[src/rtl/frame_buffer_writer.sv]
// Packs SPI byte pairs (HI then LO) into 16-bit pixels and writes them to a frame buffer.
// Define FRAME_BUFFER_WRITER_DOUBLE_BUFFER_EN for ping-pong banks; otherwise both bank outputs are 0.
module frame_buffer_writer #(
  parameter int unsigned pixel_count = 38400,
  parameter int unsigned addr_width  = 16
) (
  input  logic                  clock,
  input  logic                  reset,
  input  logic                  frame_start,
  input  logic [7:0]            in_data,
  input  logic                  in_valid,
  output logic [addr_width-1:0] wr_addr,
  output logic [15:0]           wr_data,
  output logic                  wr_en,
  output logic                  wr_bank,
  output logic                  rd_bank,
  output logic                  frame_done,
  output logic                  busy,
  output logic                  overflow
);

  localparam logic [1:0] IDLE = 2'd0;
  localparam logic [1:0] FILL = 2'd1;
  localparam logic [1:0] FULL = 2'd2;

  localparam logic [addr_width-1:0] LAST_PIX = addr_width'(pixel_count - 1);

  logic [1:0]            r_state;
  logic                  r_phase_lo;
  logic [7:0]            r_hi;
  logic [addr_width-1:0] r_cnt;
  logic [addr_width-1:0] r_wr_addr;
  logic [15:0]           r_wr_data;
  logic                  r_wr_en;
  logic                  r_frame_done;
  logic                  r_overflow;

  logic w_fill_byte;
  logic w_last_pix;

  assign w_fill_byte = (r_state == FILL) && in_valid;
  assign w_last_pix  = (r_cnt == LAST_PIX);

  always_ff @(posedge clock) begin
    if (reset) begin
      r_state      <= IDLE;
      r_phase_lo   <= 1'b0;
      r_hi         <= '0;
      r_cnt        <= '0;
      r_wr_addr    <= '0;
      r_wr_data    <= '0;
      r_wr_en      <= 1'b0;
      r_frame_done <= 1'b0;
      r_overflow   <= 1'b0;
    end else begin
      r_wr_en      <= 1'b0;
      r_frame_done <= 1'b0;
      if (frame_start) begin
        // Restart wins; a byte arriving with it becomes the HI byte of pixel 0.
        r_state    <= FILL;
        r_cnt      <= '0;
        r_overflow <= 1'b0;
        r_phase_lo <= in_valid;
        if (in_valid) begin
          r_hi <= in_data;
        end
      end else if (w_fill_byte) begin
        if (!r_phase_lo) begin
          r_hi       <= in_data;
          r_phase_lo <= 1'b1;
        end else begin
          r_phase_lo <= 1'b0;
          r_wr_en    <= 1'b1;
          r_wr_data  <= {r_hi, in_data};
          r_wr_addr  <= r_cnt;
          r_cnt      <= r_cnt + 1'b1;
          if (w_last_pix) begin
            r_frame_done <= 1'b1;
            r_state      <= FULL;
          end
        end
      end else if ((r_state == FULL) && in_valid) begin
        r_overflow <= 1'b1;
      end
    end
  end

  assign wr_addr    = r_wr_addr;
  assign wr_data    = r_wr_data;
  assign wr_en      = r_wr_en;
  assign frame_done = r_frame_done;
  assign overflow   = r_overflow;
  assign busy       = (r_state == FILL);

`ifdef FRAME_BUFFER_WRITER_DOUBLE_BUFFER_EN
  logic r_wr_bank;

  // Swap at the edge that ends the frame_done cycle, independent of a coincident restart.
  always_ff @(posedge clock) begin
    if (reset) begin
      r_wr_bank <= 1'b0;
    end else if (r_frame_done) begin
      r_wr_bank <= ~r_wr_bank;
    end
  end

  assign wr_bank = r_wr_bank;
  assign rd_bank = ~r_wr_bank;
`else
  assign wr_bank = 1'b0;
  assign rd_bank = 1'b0;
`endif

endmodule

[config.mk]
export PLATFORM = sky130hd
export DESIGN_NAME = frame_buffer_writer
export DESIGN_NICKNAME = d
export VERILOG_FILES = /design/src/rtl/frame_buffer_writer.sv
export SDC_FILE = /design/constraint.sdc
export NUM_CORES = 1
export LEC_CHECK = 0
export BUFFER_PORTS_ARGS = -buffer_cell sky130_fd_sc_hd__buf_2
export CAP_MARGIN = 15
export CORE_MARGIN = 3
export CORE_UTILIZATION = 50
export CTS_BUF_LIST = sky130_fd_sc_hd__clkbuf_8
export DETAILED_ROUTE_END_ITERATION = 16
export GPL_TIMING_DRIVEN = 0
export PLACE_DENSITY = 0.77
export SYNTH_ARGS = -nofsm -noshare
export SYNTH_HDL_FRONTEND = slang
export SYNTH_SLANG_ARGS = --single-unit
[constraint.sdc]
create_clock -name clock -period 1.55 [get_ports clock]
set_input_delay 0.2325 -clock clock [delete_from_list [all_inputs] [get_ports clock]]
set_output_delay 0.2325 -clock clock [all_outputs]
set_load 0.01 [all_outputs]
==> metrics.txt, run 1 <==
status finished, violations left; violated checks negative setup slack; worst-path cell with the longest stage delay or4_4; Arr. time, crit path 1.89 ns; Row Count 24; I/O Pins 50; Congestion Overflow GR 0; Max Root-Sink Buffers 2; Initial Util 52.8%; relative slew slack 65.9%; clock tree from TritonCTS done; placed inst area 2670 sq um; CP Max Fanout 6; #FFs+latches synth 62; critical path depth 5; post-synth top area share 52.9%; Die X 74.5 um; Avg Cell Area, Syn 8.29 sq um; Final Cell Area 3020 sq um; leading area contributor after synthesis dfxtp_1; Hold-fix buffers, CTS 0; Worst Setup Slack, final -0.0694 ns; RR Endpoint r_cnt[15]; post-synthesis cell area 2340 sq um; RSZ-0062 raised after global routing yes; Post-synth EDFFs 0; Die ar. 5550 sq um; first-pass iteration count of the detailed router 5; Buf/Inv on CP 1; period utilization 104%; gpl congestion 0.809; Clock Tree Root clkbuf_8; Routed wire per std cell 14.1 um; max frequency 0.618 GHz; global routing usage on met1 25.7%; met3 Use GR 7.84%; Synth area leaders dfxtp_1 (53%), nand2_1 (12%), a21oi_1 (8.5%); post-DP HPWL 3.79 mm; FILL cells 360; DR iter-0 viols 139; antenna-violating nets left 0; Syn-to-layout area delta 28.9%; critical path class reg -> reg; combined area of the multi-input logic cells 1090 sq um; total power 3.12 mW; CP peak stage delay 0.43 ns; most common cell in the synthesized netlist nand2_1; Num CTS Buffers 9; FF+latch area 1260 sq um; Max-Cap Viols 0; Period minus WS final 1.62 ns; Fin Setup TNS -0.149 ns; Fin. Hold Viols 0; gr usage total 21.6%; endpoints failing setup 4; antenna cell count 0; worst-path cell chain buf_6 -> nand3_4 -> or3_4 -> or4_4 -> a21oi_1; P per Cell Area 1030 nW/um^2; # placed instances 382; Yosys warning total 0; Leak 1.20 nW; Worst path top cell family by delay simple AND/OR/NAND/NOR gates; DR vias 2112; Async SR Flop Fraction 0%; Synth Flop Type dfxtp_1; Core Region 4440 sq um; crit path to r_cnt[15]; Req. time, crit path 1.82 ns; largest family of logic cells by synthesized area simple AND/OR/NAND/NOR gates; non-filler instance count after layout 404; Final nets 361; depth of the most critical reg-to-reg path 5; initial antenna violation count 0; Worst Skew 0.00745 ns; # H-tree levels 3; DR vias/cell 5.23; met2 Use GR 35.1%; Hold Path Class in -> reg; Syn Inst Count 283; most frequent cells after synthesis nand2_1 (75), dfxtp_1 (62), a21oi_1 (40); post-layout util 68.0%; Post-Synth Adder-Cell Area 0.534%; clk slew on worst S/H paths 0.07 ns; post-synthesis mux area share 3.42%; largest net degree at the start of global routing 11; Critical R2R Launch r_cnt[1]; Total Wirelength 5.69 mm; layout cells sized above 1 30.1%; complex-gate fraction of the synthesized area 10.9%; I/O Buffers 46; clk_lat worst skew 0.34 ns; DRC Markers 0; vias in the first global route 1937; Pins Over Slew Limit 0; xor-xnor portion of the synthesized cell area 3.36%; sequential fraction of the synthesis area 52.9%; most used routing layer met2; simple-gate share of the synthesized area 24.5%; CP Capture Type flop; synth unique cells 32; clock sink count 62; die height 74.5 um; flop2flop setup slack -0.07 ns; actual slew at the worst max-slew pin 0.511 ns; Critical Path Start Type flop; IR drop worst, VDD 0.000807 V; CP Launch Point r_cnt[1]; first-pass GRT wire length 9.01 mm
through the flow:
step	setup WS, ns	hold WS, ns
floorplan	0.00585	0.368
global placement	-0.251	0.438
detailed placement	-0.317	0.443
CTS	-0.0420	0.132
global route	-0.107	0.144
finish	-0.0694	0.137
worst min-delay path, delay by kind of cell:
family / cells / cell delay (ns)
and+or+nand+nor: 1 / 0.07
buffers and inverters: 1 / 0.09
muxes: 1 / 0.05
how the worst min path moves through the flow:
stage                     start     endpoint  slack, ns  cells after the start
global placement    wr_addr[10]  wr_addr[10]       0.44                      2
global route         in_data[1]      r_hi[1]       0.14                      3
detailed placement   wr_addr[4]   wr_addr[4]       0.44                      2
CTS                  in_data[3]   wr_data[3]       0.13                      3
floorplan            in_data[0]   wr_data[0]       0.37                      2
finish               in_data[5]      r_hi[5]       0.14                      3
where the power goes:
group	switching, mW	leakage [nW]	internal (mW)
clock network	0.612	0.102	0.765
registers	0.0113	0.508	1.61
logic	0.0795	0.595	0.0472
layout by cell type (no fill, tap or decap), types with 3 or more instances in the layout:
cell type	count
o21ai_0	3
buf_4	10
inv_1	4
nand2_1	74
mux2i_1	8
buf_2	48
dfxtp_1	50
clkinv_2	4
nor2_1	22
a21oi_1	39
xnor2_1	7
clkbuf_8	10
nand3_1	3
or3_1	4
nand4_1	3
dfxtp_2	10
buf_6	3
o21ai_1	4
clkbuf_1	7
layer usage:
metal,part of all wire (%),vias to the layer above
li1,-,1070
met1,43,982
met2,50,54
met3,5.1,6
met4,1.2,0
met5,0,-
state kept, by name (all words and copies together) (netlist names):
name and count:
wr_en 1, frame_done 1, r_phase_lo 1, r_state 2
overflow 1, wr_addr 16, wr_data 16, r_hi 8
r_cnt 16
final cells by class:
type	instances	share of cell area [%]
multi-input cells	199	36.1
clock buffers	10	4.55
inverters	4	0.497
repair buffers	54	9.86
well taps	52	2.15
flip-flops and latches	62	41.7
plain buffers	18	3.40
clock inverters	5	1.66
kinds of logic after synthesis:
kind of cell	count (synthesis)
AO/OA/AOI/OAI	50
XOR/XNOR	9
adder cells (fa/ha/maj)	1
buffers and inverters	23
flip-flops	62
multiplexers	8
other	1
AND/OR/NAND/NOR	129
what timing repair did:
action,CTS,global route
pin swaps,9,2
resized for setup,31,18
setup endpoints to repair,35,45
buffers inserted,8,0
endpoints found under the hold margin,0,0
Power figures use the tool's default switching activity.
==> run 2, diff against run 1 <==
--- a/config.mk
+++ b/config.mk
@@ -7,12 +7,14 @@
 export LEC_CHECK = 0
 export BUFFER_PORTS_ARGS = -buffer_cell sky130_fd_sc_hd__buf_2
 export CAP_MARGIN = 15
+export CORE_ASPECT_RATIO = 1.4
 export CORE_MARGIN = 3
 export CORE_UTILIZATION = 50
 export CTS_BUF_LIST = sky130_fd_sc_hd__clkbuf_8
 export DETAILED_ROUTE_END_ITERATION = 16
 export GPL_TIMING_DRIVEN = 0
 export PLACE_DENSITY = 0.77
+export RECOVER_POWER = 100
 export SYNTH_ARGS = -nofsm -noshare
 export SYNTH_HDL_FRONTEND = slang
 export SYNTH_SLANG_ARGS = --single-unit
==> metrics.txt, run 2 (same netlist as run 1, synthesis figures left out) <==
status finished, violations left (unchanged); violated checks negative setup slack (unchanged); gr usage total 21.4% (was 21.6%); clk slew on worst S/H paths 0.06 ns (was 0.07 ns); IR drop worst, VDD 0.000762 V (was 0.000807 V); post-DP HPWL 3.76 mm (was 3.79 mm); Final nets 364 (was 361); P per Cell Area 974 nW/um^2 (was 1030 nW/um^2); Arr. time, crit path 1.84 ns (was 1.89 ns); clock power share 39.6% (was 44.1%); sequential power share 56.1% (was 51.9%); Max-Cap Viols 0 (unchanged); vias in the first global route 2045 (was 1937); Die ar. 5560 sq um (was 5550 sq um); worst slack, placed -0.281 ns (was -0.317 ns); # H-tree levels 3 (unchanged); Hold-fix buffers, CTS 0 (unchanged); clk_lat worst skew 0.33 ns (was 0.34 ns); Max Root-Sink Buffers 2 (unchanged); die height 87.0 um (was 74.5 um); DRC Markers 0 (unchanged); Worst path top cell family by delay simple AND/OR/NAND/NOR gates (unchanged); antenna cell count 0 (unchanged); RR Endpoint r_cnt[15] (unchanged); Req. time, crit path 1.81 ns (was 1.82 ns); period utilization 102% (was 104%); Syn-to-layout area delta 26.6% (was 28.9%); DR iter-0 viols 64 (was 139); largest net degree at the start of global routing 11 (unchanged); CP Capture Type flop (unchanged); crit path to r_cnt[15] (unchanged); Period minus WS final 1.58 ns (was 1.62 ns); layout cells sized above 1 20.1% (was 30.1%); Core Region 4380 sq um (was 4440 sq um); DR vias/cell 5.16 (was 5.23); Power Internal 2.24 mW (was 2.42 mW); CP peak stage delay 0.45 ns (was 0.43 ns); worst hold stages 3 (unchanged); # placed instances 390 (was 382); Initial Util 53.5% (was 52.8%); Routed wire per std cell 13.2 um (was 14.1 um); Critical Path Start Type flop (unchanged); DR vias 2137 (was 2112); max frequency 0.633 GHz (was 0.618 GHz); first-pass iteration count of the detailed router 4 (was 5); Fin. Hold Viols 0 (unchanged); commonest non-fill, non-tap cell in the layout nand2_1 (unchanged); Total Wirelength 5.46 mm (was 5.69 mm); non-filler instance count after layout 414 (was 404); worst-path cell chain nand4b_1 -> or3_4 -> or4_1 -> a21oi_1 (was buf_6 -> nand3_4 -> or3_4 -> or4_4 -> a21oi_1); worst-path cell with the longest stage delay or3_4 (was or4_4); Pins Over Slew Limit 0 (unchanged); I/O Buffers 46 (unchanged); Clock Tree Root clkbuf_8 (unchanged); CP Max Fanout 6 (unchanged); RSZ-0062 raised after global routing yes (unchanged); Congestion Overflow GR 0 (unchanged); Die X 63.9 um (was 74.5 um); Hold Path Class in -> reg (unchanged); Sw Pwr 647 uW (was 703 uW); actual slew at the worst max-slew pin 0.528 ns (was 0.511 ns); critical path depth 4 (was 5); I/O Pins 50 (unchanged); most frequent cells in the layout nand2_1 (74), dfxtp_1 (49), clkbuf_1 (42) (was nand2_1 (74), dfxtp_1 (50), buf_2 (48)); initial antenna violation count 0 (unchanged); clock sink count 62 (unchanged); Critical R2R Launch r_state[1] (was r_cnt[1]); Buf/Inv on CP 0 (was 1); clock tree from TritonCTS done (unchanged); antenna-violating nets left 0 (unchanged); first-pass GRT wire length 9.18 mm (was 9.01 mm); Row Count 28 (was 24); critical path class reg -> reg (unchanged); endpoints failing setup 1 (was 4); Combinational Power Share 4.4% (was 4.1%); Worst Skew 0.00440 ns (was 0.00745 ns); relative slew slack 64.8% (was 65.9%); CP Launch Point r_state[1] (was r_cnt[1]); total power 2.89 mW (was 3.12 mW); Num CTS Buffers 9 (unchanged); Switching Share 22.4% (was 22.5%); depth of the most critical reg-to-reg path 4 (was 5); Worst Setup Slack, final -0.0307 ns (was -0.0694 ns); Leak 1.05 nW (was 1.20 nW); flop2flop setup slack -0.03 ns (was -0.07 ns); gpl congestion 0.783 (was 0.809)
-- run 2: cell count changes in the layout (fill, tap and decap cells not counted), sizes merged --
cell	delta
buf	-35
bufinv	-1
clkbuf	+38
clkinv	-2
inv	+2
-- run 2: through the flow --
stage / setup TNS, ns / util (%) / area (sq um) / hold slack (ns)
6_report: -0.0307 / 67.8 / 2970 / 0.156
5_1_grt: -0.0882 / 67.8 / 2970 / 0.157
3_3_place_gp: -6.95 / 61.1 / 2680 / 0.439
3_5_place_dp: -8.00 / 61.1 / 2680 / 0.444
4_1_cts: -0.0326 / 67.5 / 2960 / 0.142
2_1_floorplan: 0 / - / 2370 / 0.368
-- run 2: layer usage --
| layer | vias to the layer above | GRT usage (%) | share of wire (%) |
|---|---|---|---|
| met5 | - | 0 | 0 |
| met4 | 0 | 12.6 | 2.1 |
| met3 | 16 | 7.11 | 6.0 |
| met2 | 62 | 36.1 | 50 |
| met1 | 987 | 23.3 | 42 |
| li1 | 1072 | - | - |
-- run 2: cell type report --
type                       instances  area, sq um
inverter                           4         15.0
multi-input combinational        199         1080
sequential                        62         1260
clock inverter                     4         17.5
buffer                            17         88.8
clock buffer                      10          138
tap                               60         75.1
timing repair buffer              58          284
fill                             410         1410
-- run 2: worst min path at each step --
stage	end	start
3_3_place_gp	wr_addr[7]	wr_addr[7]
5_1_grt	r_hi[7]	in_data[7]
2_1_floorplan	wr_data[0]	in_data[0]
6_report	wr_data[7]	in_data[7]
3_5_place_dp	wr_addr[7]	wr_addr[7]
4_1_cts	wr_data[7]	in_data[7]
-- run 2: tightest hold or removal path, stage by stage --
cell,delay (ns)
buf_2,0.11
nand2_1,0.05
a21oi_1,0.05
-- run 2: repair_timing --
| item | CTS | global route |
|---|---|---|
| gates resized for setup | 29 | 13 |
| pin swaps | 10 | 3 |
| buffers inserted | 8 | 4 |
| hold endpoints to repair | 0 | 0 |
| endpoints found under the setup margin | 35 | 40 |
-- run 2: power groups by stage --
stage                     registers, mW  logic [mW]  clock network (mW)
final                              1.62       0.126                1.14
after global placement             1.66       0.119                   0
after floorplan                    1.66      0.0766                   0
after global routing               1.62       0.141                1.24
after CTS                          1.62       0.126                1.17
after detailed placement           1.66       0.121                   0
